## src/rtl/ex_muldiv.sv

```systemverilog
// ex_muldiv: iterative RV32M multiply (shift-add) / divide (restoring) unit that stalls the pipeline while busy
module ex_muldiv #(
  parameter int WIDTH = 32
) (
  input  logic             clk,
  input  logic             rst,
  input  logic             start_i,
  input  logic             flush_i,
  input  logic [2:0]       funct3_i,
  input  logic [WIDTH-1:0] rs1_val_i,
  input  logic [WIDTH-1:0] rs2_val_i,
  output logic             stall_o,
  output logic             done_o,
  output logic [WIDTH-1:0] result_o
);
  typedef enum logic [1:0] {IDLE, CALC, DONE} state_t;
  state_t state, state_nx;
  logic [2:0]         f3;
  logic [WIDTH-1:0]   m;
  logic [2*WIDTH-1:0] p, p_nx, p_mul, p_div, prod;
  logic               neg;
  logic [5:0]         cnt;
  logic               go, last, s1, s2, n1, n2, neg_in, dz, ovf, fast;
  logic [WIDTH-1:0]   abs1, abs2, fast_res, quo_rem, res;
  logic [WIDTH:0]     sum, r, trial;
  assign go     = state == IDLE && start_i && !flush_i;
  assign last   = cnt == 6'(WIDTH - 1);
  assign s1     = funct3_i[2] ? !funct3_i[0] : (funct3_i == 3'b001 || funct3_i == 3'b010);
  assign s2     = funct3_i[2] ? !funct3_i[0] : funct3_i == 3'b001;
  assign n1     = s1 && rs1_val_i[WIDTH-1];
  assign n2     = s2 && rs2_val_i[WIDTH-1];
  assign abs1   = n1 ? -rs1_val_i : rs1_val_i;
  assign abs2   = n2 ? -rs2_val_i : rs2_val_i;
  assign neg_in = (funct3_i[2] && funct3_i[1]) ? n1 : n1 ^ n2;
  assign dz     = funct3_i[2] && rs2_val_i == '0;
  assign ovf    = funct3_i[2] && !funct3_i[0] && rs1_val_i == {1'b1, {(WIDTH-1){1'b0}}} && rs2_val_i == '1;
  assign fast   = dz || ovf;
  assign fast_res = dz ? (funct3_i[1] ? rs1_val_i : '1) : (funct3_i[1] ? '0 : {1'b1, {(WIDTH-1){1'b0}}});
  // p holds {accumulator, multiplier} for multiply and {remainder, dividend/quotient} for divide
  assign sum    = {1'b0, p[2*WIDTH-1:WIDTH]} + (p[0] ? {1'b0, m} : '0);
  assign p_mul  = {sum, p[WIDTH-1:1]};
  assign r      = {p[2*WIDTH-1:WIDTH], p[WIDTH-1]};
  assign trial  = r - {1'b0, m};
  assign p_div  = {trial[WIDTH] ? r[WIDTH-1:0] : trial[WIDTH-1:0], p[WIDTH-2:0], !trial[WIDTH]};
  assign p_nx   = f3[2] ? p_div : p_mul;
  assign prod   = neg ? -p_nx : p_nx;
  assign quo_rem = f3[1] ? p_nx[2*WIDTH-1:WIDTH] : p_nx[WIDTH-1:0];
  assign res    = f3[2] ? (neg ? -quo_rem : quo_rem) : (f3 == 3'b000 ? prod[WIDTH-1:0] : prod[2*WIDTH-1:WIDTH]);
  assign stall_o = !rst && (go || state == CALC);
  assign done_o  = state == DONE;
  always_comb begin
    state_nx = flush_i ? IDLE
             : state == IDLE ? (go ? (fast ? DONE : CALC) : IDLE)
             : state == CALC ? (last ? DONE : CALC)
             : IDLE;
  end
  always_ff @(posedge clk or posedge rst) begin
    if (rst) state <= IDLE;
    else     state <= state_nx;
  end
  always_ff @(posedge clk or posedge rst) begin
    if (rst) begin
      f3       <= '0;
      m        <= '0;
      p        <= '0;
      neg      <= 1'b0;
      cnt      <= '0;
      result_o <= '0;
    end else if (go) begin
      f3  <= funct3_i;
      m   <= funct3_i[2] ? abs2 : abs1;
      p   <= {{WIDTH{1'b0}}, funct3_i[2] ? abs1 : abs2};
      neg <= neg_in;
      cnt <= '0;
      if (fast) result_o <= fast_res;
    end else if (state == CALC && !flush_i) begin
      p   <= p_nx;
      cnt <= cnt + 6'd1;
      if (last) result_o <= res;
    end
  end
endmodule

```

## config.mk

```make
export PLATFORM = sky130hd
export DESIGN_NAME = ex_muldiv
export DESIGN_NICKNAME = d
export VERILOG_FILES = /design/src/rtl/ex_muldiv.sv
export SDC_FILE = /design/constraint.sdc
export NUM_CORES = 1
export LEC_CHECK = 0
export CORE_ASPECT_RATIO = 1.25
export CORE_MARGIN = 10
export CORE_UTILIZATION = 35
export CTS_BUF_LIST = sky130_fd_sc_hd__clkbuf_2 sky130_fd_sc_hd__clkbuf_4 sky130_fd_sc_hd__clkbuf_8
export CTS_CLUSTER_DIAMETER = 50
export DETAILED_ROUTE_END_ITERATION = 8
export PLACE_DENSITY = 0.58
export SYNTH_ARGS = -nofsm -noshare
export SYNTH_HDL_FRONTEND = slang
export SYNTH_SLANG_ARGS = --single-unit
```

## constraint.sdc

```tcl
create_clock -name clk -period 4.5 [get_ports clk]
set_input_delay 0.9 -clock clk [delete_from_list [all_inputs] [get_ports clk]]
set_output_delay 0.9 -clock clk [all_outputs]
set_load 0.03 [all_outputs]
```

== After elaboration in Yosys (flattened, before gate mapping) ==
Cells that the tools add are included.
Word-level totals
  register bits after elaboration: 140
  output and inout bits: 34
  word-level logic and storage cells: 79
  input port bits: 71
Operators by class
  mux-type cells: 32
  bitwise operators: 1
  equal/unequal tests: 8
  reductions and logical operators: 24
  add/sub/neg operators: 7
Operator list (count)
  $mux W32: 17
  $mux W64: 4
  $neg A32 Y32: 3
  $eq A32 B32 Y1 const B: 2
  $neg A64 Y64: 1
  $add A32 B32 Y33: 1
  $sub A33 B32 Y33: 1
  $logic_not A32 Y1: 1
  $mux W2: 6
  $mux W6: 2
  $logic_and A1 B1 Y1: 11
  $add A6 B1 Y6 const B: 1
  $eq A6 B5 Y1 const B: 1
  $logic_not A1 Y1: 4
  $reduce_bool A2 Y1: 2
  $eq A3 B1 Y1 const B: 1
  $eq A3 B2 Y1 const B: 1
  $logic_not A3 Y1: 1
  $logic_or A1 B1 Y1: 3
  $mux W1: 3
  $reduce_and A3 Y1: 1
  $eq A2 B1 Y1 const B: 1
  $eq A2 B2 Y1 const B: 1
  $logic_not A2 Y1: 1
  other kinds (2): 2

== Logic depth before layout (Yosys ltp) ==
  word-level depth: 10
  depth in mapped cells: 21

== Least setup slack after synthesis ==
Ideal clock, no wire load.
  path kind: reg2reg
  start point: register p[31]
  end point: register result_o[20]
  path buffers: 0
  clock period less this slack: 4967 ps
  data arrival time: 4830 ps
  stages on the path, launching flop included: 22
  slack: -467 ps
  cell sequence: dfrtp_1 > inv_1 > ha_1 > fa_1 > nor2b_4 > o31a_1 > o211a_1 > o211ai_1 > a2111oi_0 > a21oi_1 > ha_1 > or3b_2 > nor4_1 > nand2b_1 > or3_1 > o221a_2 > nor2_1 > nand3_1 > o31ai_1 > xor2_1 > a32oi_1 > o21ai_0
Between the ends
  longest elaborated chain between the ends: 10
  elaborated cells on any way between the ends: 14
  those cells by class: 3 x add/sub; 10 x mux; 1 x reduce/logical
Ends and longest elaborated chain
  start, declared: RTL line 20  | logic [2*WIDTH-1:0] p, p_nx, p_mul, p_div, prod;
  start signal, assigned: RTL line 72  | p <= {{WIDTH{1'b0}}, funct3_i[2] ? abs1 : abs2};
  start signal, assigned: RTL line 77  | p <= p_nx;
  $sub A33 B32 Y33: RTL line 43  | assign trial = r - {1'b0, m};
  $mux W32 / $logic_not A1 Y1 (equally long branches): RTL line 44  | assign p_div = {trial[WIDTH] ? r[WIDTH-1:0] : trial[WIDTH-1:0], p[WIDTH-2:0], !trial[WIDTH]};
  $mux W64 (*): RTL line 45  | assign p_nx = f3[2] ? p_div : p_mul;
  $neg A64 Y64 / $mux W32 (equally long branches): RTL line 46, 47
  $mux W64 / $neg A32 Y32 (equally long branches): RTL line 46, 48
  $mux W32: RTL line 48  | assign res = f3[2] ? (neg ? -quo_rem : quo_rem) : (f3 == 3'b000 ? prod[WIDTH-1:0] : prod[2*WIDTH-1:WIDTH]);
  $mux W32 (*): RTL line 48
  $mux W32 (*): RTL line 79  | if (last) result_o <= res;
  $mux W32 (*): RTL line 76  | end else if (state == CALC && !flush_i) begin
  $mux W32 (*): RTL line 69  | end else if (go) begin
  end signal, assigned: RTL line 75  | if (fast) result_o <= fast_res;
  end signal, assigned: RTL line 79
  end, declared: RTL line 14  | output logic [WIDTH-1:0] result_o
Every way passes the cells marked *; elsewhere a longest branch is shown, timed or not. The select of a mux whose other input is x is not followed.
A chain may end at the register's enable or synchronous reset.

== Final worst setup path ==
  start point: register m[0]
  end point: register result_o[31]
Between the ends
  longest elaborated chain between the ends: 10
  elaborated cells on any way between the ends: 16
  those cells by class: 4 x add/sub; 11 x mux; 1 x reduce/logical
Ends and longest elaborated chain
  start, declared: RTL line 19  | logic [WIDTH-1:0] m;
  start signal, assigned: RTL line 71  | m <= funct3_i[2] ? abs2 : abs1;
  $sub A33 B32 Y33 / $mux W32 (equally long branches): RTL line 43, 40
  $mux W32, or another cell as far along: RTL line 44
  $mux W64 (*): RTL line 45
  $neg A64 Y64 / $mux W32 (equally long branches): RTL line 46, 47
  $mux W64 / $neg A32 Y32 (equally long branches): RTL line 46, 48
  $mux W32: RTL line 48
  $mux W32 (*): RTL line 48
  $mux W32 (*): RTL line 79
  $mux W32 (*): RTL line 76
  $mux W32 (*): RTL line 69
Marked as above.

==> results.ini <==
[timing]
period_share=1.07
max_slew_margin=0.213
rsz0062_at_grt=yes
hold_violations=0
fin_skew_ns=0.0213
finalCriticalPeriod_ns=4.80
finalSetupTns_ns=-3.83
max_freq_ghz=0.208
setup_viol=23
fin_hold_ws_ns=0.515
slew_violations=0
worst_slew_pin_slew_ns=1.18
fin_ws_ns=-0.303

[floorplanning]
ios=105
row_count=90
die_w_um=217
dieArea_um2=57600
initial_utilization=0.352
core-area_um2=48100
die_h_um=266

[run_status]
status=complete, but fails checks
violations=setup timing

[power]
p_sw_frac=0.504
net-switching-power_w=0.00844
clkPwrFrac=0.072
p_int_w=0.00830
p_leak_nw=10.4
irDropWorstVdd_v=0.000288
pwr-share-seq=0.116
finalPower_w=0.0167
p_per_area_nw_per_um2=698
p_comb_frac=0.812

[yosys]
synth.cell_area_um2=16900
ys.flop_type=dfrtp_1
synth_edf_count=0
synth_seq_cells=140
synth.largest_area_cell=dfrtp_1
synth_cells=2331
yosysMostFrequentCell=nand2_1
avgSynthCellArea_um2=7.26
synth_commonest_cells=262 x nand2_1, 232 x o21ai_0, 208 x a21oi_1
ys_seq_area_frac=0.207
synth_nets=2474
synthDistinctLibCells=97
synth_top_area_frac=0.207
yosys_warnings=0
ys_top_cells_by_area=dfrtp_1 21%, o21ai_0 6.9%, a21oi_1 6.1%, nand2_1 5.8%, xnor2_1 5.2%
async_flop_share=1.00

[grt]
grt_max_degree=79
grt_first_pass_wirelength_mm=122
antenna_found_initial=2
gr-total-overflow=0
grt.total_usage=0.273
grt_pass1_vias=20200

[critical_path]
ff2ff_path_depth=16
worst-endpoint-required_ns=4.93
path_max_fanout=5
worstReg2RegEnd=result_o[31]
critPathMaxStageDelay_ns=0.50
path_class=reg2reg
rr_startpoint=m[0]
arrival_ns=5.23
crit_chain=ha_4 -> fa_2 -> nor2b_4 -> o31a_1 -> o211a_1 -> o211ai_1 -> buf_4 -> a211o_4 -> or4_4 -> a2111oi_4 -> o211ai_2 -> or3_4 -> or4_4 -> o41ai_4 -> xor2_1 -> a211oi_1
end_kind=flop
worst_path_most_repeated_cell=or4_4
start_kind=flop
rrSetupSlack_ns=-0.30
cp_slowest_cell=or4_4

[routing]
avgRoutedWirePerCell_um=23.0
routed_via_density=5.83
vias=20600
wl_mm=81.2
drt_iter0_drc=1982
firstDrtPassIters=6
drc_errors=0
detail-route-antenna-nets=0

[clock_network]
cts_root_buf=clkbuf_8
path_clk_slew_ns=0.10
cts_sinks=140
clock_latency_ns=0.53
ctsLongestPathBuffers=2
cts_hold_buffers=0
cts_tree=yes
htree_levels=4
cts_buffers=17

[final_layout]
drive_gt1_frac=0.270
area_growth_pct=41.8
fillers=4740
nNetsFinal=3014

[min_path]
whs_endpoint=result_o[4]
hold_class=reg2reg
hp-start=result_o[4]
holdPathStages=2

[place]
gp_congestion=0.980
port_buffers=104
dp_hpwl_mm=64.9

[job]
maxCapViolations=0

[critical path: cells and delay by family, from the launching register on]
kind                     cells  cell delay [ns]
AO/OA/AOI/OAI                8             1.88
AND/OR/NAND/NOR              4             1.56
adder cells (fa/ha/maj)      2             0.54
flip-flops                   1             0.42
buffers and inverters        1             0.19
XOR/XNOR                     1             0.12
[cells in the final DEF (no fill, tap or decap), types with 22 or more instances in the layout]
cell type,Yosys,layout
dfrtp_1,140,138
o21ai_1,4,25
buf_4,1,540
clkdlybuf4s50_1,0,103
a31oi_1,32,31
ha_1,70,66
nor3_1,62,59
and2_1,53,53
inv_1,81,77
a21oi_1,208,193
xnor2_1,101,95
mux2i_1,63,57
nand4_1,36,36
xor2_1,68,67
o211ai_1,55,55
nand3_1,50,44
o21ai_0,232,204
nand2b_1,27,27
a21o_1,22,22
nand2_1,262,259
nor2_1,191,184
[final cells by class]
type | instances | area (um2) | area share
Multi-Input combinational cell | 1962 | 13500 | 0.562
Timing Repair Buffer | 668 | 5450 | 0.227
Sequential cell | 140 | 3510 | 0.146
Tap cell | 644 | 806 | 0.0336
Inverter | 82 | 312 | 0.0130
Clock buffer | 18 | 248 | 0.0103
Clock inverter | 14 | 185 | 0.00772
Antenna cell | 1 | 2.50 | 0.000104
[power by group through the flow]
stage	logic [W]	clock network, W	registers (W)
global placement	0.0121	0	0.00193
global route	0.0145	0.00126	0.00197
detailed placement	0.0122	0	0.00194
CTS	0.0130	0.00122	0.00192
finish	0.0136	0.00121	0.00194
floorplan	0.00645	0	0.00185
[sequential cells by signal, indices dropped and copies added (netlist names)]
register  flops
cnt           6
f3            3
state         2
p            64
m            32
neg           1
result_o     32
[stage by stage]
step                 util  instances  area (um2)  setup WS (ns)
floorplan               -       2331       17100         -0.127
detailed placement  0.466       3460       22400         -0.628
global placement    0.466       3460       22400         -0.545
CTS                 0.490       3516       23600         -0.265
finish              0.499       3529       24000         -0.303
global route        0.499       3529       24000         -0.409
[logic make-up after synthesis]
logic type / synth area share
AO/OA/AOI/OAI: 0.314
AND/OR/NAND/NOR: 0.236
buffers and inverters: 0.0529
XOR/XNOR: 0.0874
flip-flops: 0.207
multiplexers: 0.0486
adder cells (fa/ha/maj): 0.0541
[metal layers]
metal / GRT usage / up-vias / routed length (um)
met5: 0 / - / 0
met4: 0.134 / 0 / 3660
met3: 0.0312 / 155 / 5200
met2: 0.465 / 830 / 39000
met1: 0.336 / 9901 / 33300
li1: - / 9688 / -
[timing repair]
action / 4_1_cts / 5_1_grt
setup buffers: 24 / 15
gates resized for setup: 112 / 75
endpoints found under the hold margin: 0 / 0
pin swaps: 64 / 58
cloned: 0 / 0
endpoints found under the setup margin: 28 / 30
[how the worst max path moves through the flow]
stage                from            to  slack, ns  cells after the start
floorplan           p[31]  result_o[31]      -0.13                     17
CTS                  m[0]  result_o[31]      -0.27                     16
finish               m[0]  result_o[31]      -0.30                     16
global placement     m[0]  result_o[27]      -0.55                     19
global route         p[0]  result_o[31]      -0.41                     17
detailed placement   m[0]  result_o[27]      -0.63                     19
(Power assumes the default switching activity.)
